File: src/rtl/score_pkg.sv
// score_pkg: shared score-entry field definitions for the recorder and playback paths.
// Latency: n/a (types, constants and pack/unpack helpers only).
// Backpressure: n/a.
package score_pkg;

  localparam int LEN_W   = 16;
  localparam int NOTE_W  = 4;
  localparam int OCT_W   = 4;
  localparam int ENTRY_W = LEN_W + NOTE_W + OCT_W;

  localparam logic [NOTE_W-1:0] END_NOTE = 4'hF;

  typedef enum logic [1:0] {
    ST_IDLE  = 2'd0,
    ST_TRACK = 2'd1,
    ST_TERM  = 2'd2,
    ST_DONE  = 2'd3
  } rec_state_t;

  typedef struct packed {
    logic [LEN_W-1:0]  len;
    logic [NOTE_W-1:0] note;
    logic [OCT_W-1:0]  oct;
  } entry_t;

  function automatic logic [ENTRY_W-1:0] pack_entry(input logic [LEN_W-1:0]  len,
                                                    input logic [NOTE_W-1:0] note,
                                                    input logic [OCT_W-1:0]  oct);
    entry_t e;
    e.len  = len;
    e.note = note;
    e.oct  = oct;
    return e;
  endfunction

  function automatic entry_t unpack_entry(input logic [ENTRY_W-1:0] raw);
    return entry_t'(raw);
  endfunction

endpackage

File: src/rtl/music_score_recorder_if.sv
// music_score_recorder_if: keyboard-side inputs, score RAM write port and take status.
// Latency: n/a (wiring only). master = recorder, slave = keyboard/RAM/controller side.
// Backpressure: none; the RAM write port accepts one write per cycle unconditionally.
interface music_score_recorder_if #(parameter int ADDR_W = 8);
  import score_pkg::*;

  logic               en;
  logic [NOTE_W-1:0]  note_in;
  logic [OCT_W-1:0]   octave_in;
  logic               wr_en;
  logic [ADDR_W-1:0]  wr_addr;
  logic [ENTRY_W-1:0] wr_data;
  logic [ADDR_W-1:0]  note_count;
  logic               recording;
  logic               done;
  logic               full;

  modport master (
    input  en, note_in, octave_in,
    output wr_en, wr_addr, wr_data, note_count, recording, done, full
  );

  modport slave (
    output en, note_in, octave_in,
    input  wr_en, wr_addr, wr_data, note_count, recording, done, full
  );

endinterface

File: src/rtl/score_run_counter.sv
// score_run_counter: saturating run-length counter with load-to-1 and terminal-count flag.
// Latency: count updates on the edge after load1/inc; tc is combinational from count.
// Backpressure: none; inc is ignored while saturated, load1 has priority over inc.
module score_run_counter #(
  parameter int W = 16
) (
  input  logic         clk_1ms,
  input  logic         rst_n,
  input  logic         load1,
  input  logic         inc,
  output logic [W-1:0] count,
  output logic         tc
);

  assign tc = &count;

  always_ff @(posedge clk_1ms or negedge rst_n) begin
    if (!rst_n) begin
      count <= '0;
    end else if (load1) begin
      count <= W'(1);
    end else if (inc && !tc) begin
      count <= count + W'(1);
    end
  end

endmodule

File: src/rtl/music_score_recorder.sv
// music_score_recorder: run-length encodes the note/octave sampled each ms into score RAM entries.
// Latency: write strobe one cycle after the causing sample; terminator two cycles after en falls.
// Backpressure: none; at most one RAM write per cycle, take ends itself when the RAM fills.
// Ports: clk_1ms, rst_n (async, active-low); bus = en/note_in/octave_in in,
//        wr_en/wr_addr/wr_data RAM write port and note_count/recording/done/full status out.
module music_score_recorder
  import score_pkg::*;
#(
  parameter int                ADDR_W   = 8,
  parameter logic [NOTE_W-1:0] END_NOTE = score_pkg::END_NOTE
) (
  input  logic                   clk_1ms,
  input  logic                   rst_n,
  music_score_recorder_if.master bus
);

  // Last data address; the one after it is kept free so the terminator always fits.
  localparam logic [ADDR_W-1:0] FILL_PTR = {{(ADDR_W-1){1'b1}}, 1'b0};

  rec_state_t        state;
  logic [ADDR_W-1:0] ptr;
  logic [NOTE_W-1:0] held_note;
  logic [OCT_W-1:0]  held_oct;
  logic [LEN_W-1:0]  run_len;
  logic              run_tc;
  logic              start;
  logic              same;
  logic              cnt_load;
  logic              cnt_inc;

  always_comb begin
    // A full take must see en low before a new take may start.
    start    = bus.en && ((state == ST_IDLE) || ((state == ST_DONE) && !bus.full));
    same     = (bus.note_in == held_note) && (bus.octave_in == held_oct);
    cnt_load = start || ((state == ST_TRACK) && bus.en && (!same || run_tc));
    cnt_inc  = (state == ST_TRACK) && bus.en && same && !run_tc;
  end

  score_run_counter #(.W(LEN_W)) u_run_counter (
    .clk_1ms (clk_1ms),
    .rst_n   (rst_n),
    .load1   (cnt_load),
    .inc     (cnt_inc),
    .count   (run_len),
    .tc      (run_tc)
  );

  always_ff @(posedge clk_1ms or negedge rst_n) begin
    if (!rst_n) begin
      state          <= ST_IDLE;
      ptr            <= '0;
      held_note      <= '0;
      held_oct       <= '0;
      bus.wr_en      <= 1'b0;
      bus.wr_addr    <= '0;
      bus.wr_data    <= '0;
      bus.note_count <= '0;
      bus.recording  <= 1'b0;
      bus.done       <= 1'b0;
      bus.full       <= 1'b0;
    end else begin
      bus.wr_en <= 1'b0;
      case (state)
        ST_IDLE, ST_DONE: begin
          if (start) begin
            held_note      <= bus.note_in;
            held_oct       <= bus.octave_in;
            ptr            <= '0;
            bus.note_count <= '0;
            bus.full       <= 1'b0;
            bus.done       <= 1'b0;
            bus.recording  <= 1'b1;
            state          <= ST_TRACK;
          end else if (state == ST_DONE) begin
            bus.done <= 1'b1;
            if (!bus.en) bus.full <= 1'b0;
          end
        end

        ST_TRACK: begin
          // en low, a note change or a saturated run each flush exactly one entry.
          if (!bus.en || !same || run_tc) begin
            bus.wr_en      <= 1'b1;
            bus.wr_addr    <= ptr;
            bus.wr_data    <= pack_entry(run_len, held_note, held_oct);
            ptr            <= ptr + ADDR_W'(1);
            bus.note_count <= bus.note_count + ADDR_W'(1);
            if (bus.en) begin
              held_note <= bus.note_in;
              held_oct  <= bus.octave_in;
            end
            if (!bus.en || (ptr == FILL_PTR)) begin
              state         <= ST_TERM;
              bus.recording <= 1'b0;
              if (ptr == FILL_PTR) bus.full <= 1'b1;
            end
          end
        end

        ST_TERM: begin
          bus.wr_en   <= 1'b1;
          bus.wr_addr <= ptr;
          bus.wr_data <= pack_entry(LEN_W'(1), END_NOTE, '0);
          state       <= ST_DONE;
        end

        default: state <= ST_IDLE;
      endcase
    end
  end

endmodule

File: src/flat_wrapper.sv
// flat-port wrapper written by rule: the top's interface ports become plain ports
module music_score_recorder_flat import score_pkg::*;
#(
  parameter int                ADDR_W   = 8,
  parameter logic [NOTE_W-1:0] END_NOTE = score_pkg::END_NOTE
)
  (clk_1ms, rst_n, bus_en, bus_note_in, bus_octave_in, bus_wr_en, bus_wr_addr, bus_wr_data, bus_note_count, bus_recording, bus_done, bus_full);
  music_score_recorder_if #(.ADDR_W(ADDR_W)) bus_i ();
  input  logic clk_1ms;
  input  logic rst_n;
  input wire logic [$bits(bus_i.en)-1:0] bus_en;
  input wire logic [$bits(bus_i.note_in)-1:0] bus_note_in;
  input wire logic [$bits(bus_i.octave_in)-1:0] bus_octave_in;
  output wire logic [$bits(bus_i.wr_en)-1:0] bus_wr_en;
  output wire logic [$bits(bus_i.wr_addr)-1:0] bus_wr_addr;
  output wire logic [$bits(bus_i.wr_data)-1:0] bus_wr_data;
  output wire logic [$bits(bus_i.note_count)-1:0] bus_note_count;
  output wire logic [$bits(bus_i.recording)-1:0] bus_recording;
  output wire logic [$bits(bus_i.done)-1:0] bus_done;
  output wire logic [$bits(bus_i.full)-1:0] bus_full;
  assign bus_i.en = bus_en;
  assign bus_i.note_in = bus_note_in;
  assign bus_i.octave_in = bus_octave_in;
  assign bus_wr_en = bus_i.wr_en;
  assign bus_wr_addr = bus_i.wr_addr;
  assign bus_wr_data = bus_i.wr_data;
  assign bus_note_count = bus_i.note_count;
  assign bus_recording = bus_i.recording;
  assign bus_done = bus_i.done;
  assign bus_full = bus_i.full;
  music_score_recorder #(.ADDR_W(ADDR_W), .END_NOTE(END_NOTE)) u_core (.clk_1ms(clk_1ms), .rst_n(rst_n), .bus(bus_i));
endmodule
File: config.mk
export PLATFORM = sky130hd
export DESIGN_NAME = music_score_recorder_flat
export DESIGN_NICKNAME = d
export VERILOG_FILES = /design/src/rtl/score_pkg.sv /design/src/rtl/music_score_recorder_if.sv /design/src/rtl/score_run_counter.sv /design/src/rtl/music_score_recorder.sv /design/src/flat_wrapper.sv
export SDC_FILE = /design/constraint.sdc
export NUM_CORES = 1
export LEC_CHECK = 0
export CAP_MARGIN = 10
export CORE_MARGIN = 5
export CORE_UTILIZATION = 50
export DETAILED_ROUTE_END_ITERATION = 16
export HOLD_SLACK_MARGIN = 0.06
export PLACE_DENSITY = 0.77
export SYNTH_ARGS = -nofsm -noshare
export SYNTH_HDL_FRONTEND = slang
export SYNTH_HIERARCHICAL = 1
export SYNTH_SLANG_ARGS = --single-unit
File: constraint.sdc
create_clock -name clk_1ms -period 3.3 [get_ports clk_1ms]
set_input_delay 0.495 -clock clk_1ms [delete_from_list [all_inputs] [get_ports clk_1ms]]
set_output_delay 0.495 -clock clk_1ms [all_outputs]
set_load 0.01 [all_outputs]
==> results of run 1 <==
-- per-layer routing --
metal	share of wire [%]	global-route usage [%]	wire length, um
met3	5.4	4.78	518
met1	45	27.4	4360
met2	48	34.1	4620
met5	0	0	0
met4	1.0	5.39	100
-- stage by stage --
stage / setup slack, ns / std cells
after global placement: 0.235 / 591
after CTS: 0.458 / 607
after floorplan: 0.205 / 435
final: 0.448 / 607
after global routing: 0.255 / 607
after detailed placement: 0.139 / 591
-- worst max-delay path: stages, from the launching register on --
cell and delay (ns):
dfrtp_1 0.43, ha_1 0.26, nand3_1 0.12, nor4_2 0.06, a2111o_1 0.43, nor3_1 0.20, buf_4 0.15, nand3_1 0.09
or3_1 0.39, or4_1 0.49, a21oi_1 0.17
-- Yosys cell counts, types with 5 or more instances --
master,instances
a211oi_1,6
a21oi_1,12
buf_2,5
clkbuf_1,9
dfrtp_1,78
ha_1,9
inv_1,18
mux2_1,6
mux2_2,9
mux2i_1,5
nand2_1,62
nand2b_1,7
nand3_1,55
nand4_1,5
nor2_1,27
nor3_1,12
o211ai_1,8
o21ai_0,14
o31ai_1,14
or3_1,6
or4_1,11
xnor2_1,5
-- sequential cells by signal, summed over array words and instances (netlist names) --
signal	count
u_core/held_note	4
u_core/bus.wr_en	1
u_core/bus.wr_data	24
u_core/bus.recording	1
u_core/bus.done	1
u_core/bus.full	1
u_core/bus.wr_addr	8
u_core/bus.note_count	8
u_core/held_oct	4
u_core/ptr	8
u_core/u_run_counter/count	16
u_core/state	2
-- cells by family after synthesis --
family,share of synthesized area [%]
DFF,47.6
and+or+nand+nor,24.9
muxes,5.34
AOI/OAI and AO/OA,13.5
buffers and inverters,4.79
adders and majority gates,2.75
xor gates and xnor gates,1.07
-- area by class of cell --
cell class,instances,area [um^2],area share (%)
sequential,78,1950,38.8
multi-input combinational,316,1950,38.8
timing repair buffer,74,688,13.7
tap,105,131,2.61
clock buffer,10,128,2.54
clock inverter,6,109,2.17
inverter,18,67.6,1.34
-- power by group --
group          leakage, nW  switching [mW]  internal, mW
Clock                0.121           0.361         0.503
Combinational        0.967           0.840         0.629
Sequential            1.03           0.152          1.13
Total                 2.11            1.35          2.26
-- how the worst max path moves through the flow --
stage | startpoint | to | cells after the start
after floorplan | u_core/u_run_counter/count[0] | u_core/u_run_counter/count[13] | 11
after global placement | bus_note_in[2] | u_core/u_run_counter/count[13] | 10
after detailed placement | bus_octave_in[3] | u_core/u_run_counter/count[13] | 10
after CTS | u_core/u_run_counter/count[0] | u_core/u_run_counter/count[13] | 10
after global routing | u_core/u_run_counter/count[8] | u_core/u_run_counter/count[6] | 10
final | u_core/u_run_counter/count[0] | u_core/u_run_counter/count[13] | 10
==> flow_results.org, run 1 <==
** Timing
- Headroom to the max-slew limit :: between 30% and 40%
- Skew final :: between 0.01 and 0.015 ns
- The clock period could shrink to around 2.9 ns.
- The final number of max-transition violations came to 0.
- Final count of hold timing violations :: 0
- Static timing analysis puts the maximum clock frequency at about 0.35 GHz.
- In the finished design, the share of the clock period the worst path needs comes to about 86%.
- Accumulated negative setup slack :: 0 ns
- Minimum hold slack :: ~0.3 ns
- Setup repair after global routing left no endpoint under its margin.
- Pin slew with the least headroom to its limit :: slightly below 1 ns
- Setup violations remaining at the end of the flow were counted as 0.

** GRT
- Total grt overflow :: 0
- Number of global-route vias before repair :: 3514
- Antenna violations before repair :: 0
- Entering global routing, the biggest net connects slightly below 80 pins.
- The first global-routing pass estimated ~17000 um of wire.
- In the global route stage, overall resource usage came out at 20.6%.

** Yosys
- Average footprint of a synthesized cell :: ~9.4 um^2
- Yosys top cell area share :: a little under half
- Cell type with the largest total area after synthesis :: dfrtp_1
- The synthesized design contains between 70 and 80 register bits.
- Yosys attributes the largest share of cell area to dfrtp_1, nand3_1, nand2_1.
- Top FF cell, synth :: dfrtp_1
- Count of flip-flops with a built-in enable after synthesis :: 0
- Ys Warns :: 6
- Yosys cell types :: 56
- Sequential cells were found to cover a little under half of the synthesized design area.
- The cell area that synthesis handed to floorplanning was roughly 4100 um^2.
- Share of synthesized registers carrying an async set or reset :: 100%
- Post-Syn Instances :: around 440
- Synthesis produced a netlist with a net count of 455.

** Worst setup path
- The startpoint identified for the worst register-to-register timing path is u_core/u_run_counter/count[0].
- The worst setup path is launched from a flop.
- For the worst setup path, the data required time is roughly 3.6 ns.
- Data arrival time of the worst path :: approximately 3.1 ns
- STA classifies the critical path endpoint as a flop.
- Peak fanout along the critical path :: 5
- Worst Reg2Reg Path Length in Cells :: 10
- Capture instance of the worst register-to-register path :: u_core/u_run_counter/count[13]
- Across all register-to-register paths, the minimum setup slack is approximately 0.45 ns.
- Critical Setup Path Class :: reg2reg

** Power and ir drop
- Leakage Power :: around 2.1 nW
- VDD sags by at most between 0.4 and 0.5 mV.
- Power per cell area :: just over 700 nW/um^2
- Summing internal, switching and leakage power gives ~3.6 mW.

** CTS
- Number of buffers on the longest clock path :: 2
- Post-CTS Setup Repair Bufs :: 0
- TritonCTS built the clock tree.
- Number of CTS-inserted buffers :: 9
- Clk Latency, worst-skew pair :: about 0.35 ns
- Post-CTS repair changed the size of 0 cells.
- Clock-pin slew was measured on the worst setup and hold paths at ~0.08 ns.
- CTS root buffer :: clkbuf_8
- Cts-stage hold buffer count :: 0
- Counting every sink on the clock net gives 78.
- CTS built an H-tree with a depth of 3.

** Drt
- In the routed design, unresolved DRC markers number 0.
- The first detailed-routing pass ran for 5 iterations.
- The first routing iteration left roughly 160 violations.
- WL/cell :: between 15 and 20 um
- Per-cell via count in the routed design :: 5.78
- The detailed router placed ~3.5k vias in this run.
- Final wirelength :: about 9600 um
- Remaining number of nets flagged by the antenna check after routing :: 0

** Placement
- Area of placed instances :: 4790 um^2
- Routability-driven placement finished with a final weighted congestion of around 0.9.
- Detailed placement ended at an HPWL of about 6500 um.
- Number of buffers inserted by port buffering :: 54

** Die
- Measured along the y axis, the die boundary spans between 100 and 150 um.
- Starting Density :: approximately 51%
- 55 I/O pins were placed.
- Rows :: 33
- Chip width :: around 100 um
- The die covers around 10000 um^2.
- In this run the standard cell core region covers between 8000 and 9000 um^2.

** Worst hold path
- The worst hold path belongs to the class in2async.

** Cells and area
- Final core occ :: 62.1%
- After the last flow step, the layout net total stands at ~520.
- Most common library cell in the layout ignoring fill and taps :: dfrtp_1
- Count of inserted antenna diode cells :: 0
- The finished cells cover 5030 um^2.
- Area growth from synthesis to layout :: 22.6%
- Number of filler cells placed in the layout :: approximately 730
- The post-route netlist has between 10% and 20% of its cells at a drive strength greater than 1.
- Top library cells by usage in the layout, fill and taps aside :: dfrtp_1, nand2_1, nand3_1

** Run status
- Status :: completed

** Run
- Max-cap viol count :: 0
(Power assumes the default switching activity.)
==> inputs of run 2 (changes only) <==
--- a/config.mk
+++ b/config.mk
@@ -6,9 +6,11 @@
 export NUM_CORES = 1
 export LEC_CHECK = 0
 export CAP_MARGIN = 10
+export CORE_ASPECT_RATIO = 1.5
 export CORE_MARGIN = 5
 export CORE_UTILIZATION = 50
 export DETAILED_ROUTE_END_ITERATION = 16
+export GPL_TIMING_DRIVEN = 1
 export HOLD_SLACK_MARGIN = 0.06
 export PLACE_DENSITY = 0.77
 export SYNTH_ARGS = -nofsm -noshare
==> run 2 against run 1 <==
- critical path depth did not move
- global-route usage about the same
- non-clock buffer count is 1 lower
- total power fell by 0.19%
- sequential power is essentially flat
- worst hold slack better by 0.0066 ns
- die area up 0.37%
- clock power decreased by 3.0%
- final area is 0.22% lower
- register-to-register slack worse by 0.20 ns
- fmax fell by 6.6%
- largest power group unchanged
==> flow_results.org, run 2 (synthesis gave the netlist of run 1 again) <==
** GRT
- Global-route usage over all layers :: around a fifth
- First-pass GRT wire length :: roughly 17000 um
- After global routing the overflow that remains totals 0.
- The initial antenna violation count came to 0.
- Entering global routing, the biggest net connects 79 pins.
- Number of global-route vias before repair :: 3503

** CTS
- Clk Latency, worst-skew pair :: between 0.3 and 0.4 ns
- CTS tree :: built
- Gates resized during post-CTS repair numbered 0.
- The root buffer cell chosen for the clock tree is clkbuf_16.
- Number of buffers on the longest clock path :: 2
- After clock tree synthesis, the setup repair step added 0 buffers.
- H-Tree Level Count :: 3
- Clock net sink count :: 78
- Counting the buffers created by CTS gives 9.
- After clock tree synthesis, the clock-pin slew on the worst setup and hold paths is approximately 0.050 ns.
- Cts-stage hold buffer count :: 0

** Worst setup path
- Buffers & Inverters on Critical Path :: 1
- Category of the worst setup path launch point :: flop
- Data arrival time of the worst path :: between 3 and 4 ns
- Among all stages on the critical path, the largest delay is contributed by or3_2.
- Worst flop-to-flop path startpoint :: u_core/u_run_counter/count[0]
- Setup slack on the worst flop-to-flop path :: 0.25 ns
- The critical path in this run is classified as reg2reg.
- Crit path launch :: u_core/u_run_counter/count[0]
- For the worst setup path, the data required time is around 3.6 ns.
- Crit-path cells :: ha_1, nand3_1, nor4_2, a2111o_1, nor3_1, buf_4, nand3_1, or3_1, or3_2, a21oi_1
- Critical Path Sink Type :: flop
- The critical path crosses 10 cells after its start point.
- CP top delay family :: simple AND/OR/NAND/NOR gates
- Worst setup path end :: u_core/u_run_counter/count[11]
- Counting cells, the worst reg-to-reg path comes to 10.
- Peak fanout along the critical path :: 7
- The largest single stage delay on the critical path is ~0.50 ns.
- Capture instance of the worst register-to-register path :: u_core/u_run_counter/count[11]
- CP most frequent cell :: nand3_1

** Timing
- Pin slew with the least headroom to its limit :: roughly 1 ns
- Headroom to the max-slew limit :: a little over a third
- Maximum clock frequency :: about 0.33 GHz
- Clock skew on the completed layout was measured at 0.00383 ns.
- Slew Viols, Final :: 0
- Final count of hold timing violations :: 0
- Post-route clock period utilization :: between 90 and 100%
- Summed over all failing endpoints, the final setup total negative slack is 0 ns.
- For the finished layout, the period the worst path requires is a little over 3 ns.
- Setup repair after global routing missed its margin :: false
- After layout, the worst setup slack is around 0.25 ns.
- Setup violations remaining at the end of the flow were counted as 0.

** Cells and area
- The register with the most flip-flops in the layout has 24 of them.
- In the layout the commonest cells are dfrtp_1, nand2_1, nand3_1.
- The library cell used most frequently in the layout, excluding fill and tap cells, is dfrtp_1.
- In the final design database the tool counted between 500 and 600 nets.
- Register with the most flip-flops :: u_core/bus.wr_data
- Fraction of layout cells with a size suffix above 1 :: a little over 10%
- Excluding fillers, the count of instances in the completed layout stands at approximately 600.
- 0 antenna diodes ended up in the layout.
- The finished cells cover about 5000 um^2.
- The largest registers in the layout are u_core/bus.wr_data x24, u_core/u_run_counter/count x16.
- Relative to the synthesized area, the layout overhead comes to 22.3%.

** Die
- The die is about 120 um tall.
- Count of pins on the block boundary :: 55
- For this configuration, the core starts out at a cell density of 51.2%.
- The floorplan has 40 rows.
- The die covers approximately 10000 um^2.
- The die is roughly 84 um wide.
- Core Area :: 8010 um^2

** Power and ir drop
- IR analysis of the VDD net gives a maximum drop of 0.561 mV.
- Summed over all cells, the static leakage comes to about 2.1 nW.
- Dividing total power by cell area gives a power density of 718 nW/um^2.

** Drt
- For this block, the initial DRC count from the detailed router was roughly 210.
- Dividing the detail-routed wire length by the instance count gives around 16 um.
- After detailed routing, the number of remaining DRC violations is 0.
- The final route contains about 3.5k vias.
- Per-cell via count in the routed design :: 5.88
- Final wirelength :: around 9900 um
- The count of nets left with antenna violations once routing finished came out at 0.
- Length of the first detailed-routing pass in iterations :: 5

** Placement
- The congestion estimate from routability-driven global placement came to a little under 0.9.
- Prior to clock tree synthesis, the placed netlist has a worst setup slack of between 0.1 and 0.15 ns.
- The placed instances occupy a cell area of between 4000 and 5000 um^2.
- Once placement completed, the tool counted placed cells totaling 590.
- Input and output buffers added on the ports amount to between 50 and 60.
- The HPWL after detailed placement is 6840 um.

** Run
- Max-cap viol count :: 0

** Run status
- The run finished with clean final reports.

** Worst hold path
- Class of the most critical hold timing path :: in2async
## run 2: cell types whose count changed in the layout (fill, tap and decap cells not counted), sizes merged
cell,delta
clkinv,-2
buf,-1
bufinv,-3
inv,-1
clkbuf,+1
## run 2: layout make-up
type                    count  area (um^2)
clock buffers              11          233
fillers                   692         2990
inverters                  18         67.6
multi-input cells         316         1950
flip-flops and latches     78         1950
well taps                 105          131
repair buffers             73          681
## run 2: worst reg2reg max path, delay by kind of cell, from the launching register on
kind	cells	cell delay, ns
buffers and inverters	1	0.18
adder cells (fa/ha/maj)	1	0.27
AO/OA/AOI/OAI	2	0.62
flip-flops	1	0.42
AND/OR/NAND/NOR	6	1.46
## run 2: metrics by stage
| step | total power, mW | utilization, % | hold WS [ns] |
|---|---|---|---|
| 6_report | 3.60 | 62.6 | 0.315 |
| 5_1_grt | 3.82 | 62.6 | 0.413 |
| 4_1_cts | 3.62 | 62.6 | 0.361 |
| 3_5_place_dp | 2.76 | 59.7 | 0.481 |
| 3_3_place_gp | 2.71 | 59.7 | 0.476 |
| 2_1_floorplan | 2.24 | - | 0.199 |
## run 2: metal layers
| metal | share of wire, % | up-vias | global-route usage, % | wire (um) |
|---|---|---|---|---|
| met5 | 0 | - | 0 | 0 |
| met4 | 2.5 | 0 | 11.1 | 244 |
| met3 | 3.4 | 17 | 2.72 | 340 |
| met2 | 53 | 96 | 36.5 | 5200 |
| met1 | 42 | 1738 | 24.2 | 4110 |
| li1 | - | 1682 | - | - |
## run 2: worst min-delay path by stage
stage,endpoint,depth (start not counted)
CTS,u_core/bus.wr_data[12],1
global route,u_core/bus.wr_data[17],1
detailed placement,u_core/bus.wr_addr[6],1
global placement,u_core/bus.wr_addr[1],1
floorplan,u_core/bus.done,0
finish,u_core/u_run_counter/count[6],1
## run 2: where the power goes
group / total (mW) / leakage (nW) / switching [mW] / internal, mW
Clock: 0.838 / 0.113 / 0.350 / 0.488
Combinational: 1.48 / 0.962 / 0.849 / 0.628
Sequential: 1.29 / 1.03 / 0.159 / 1.13
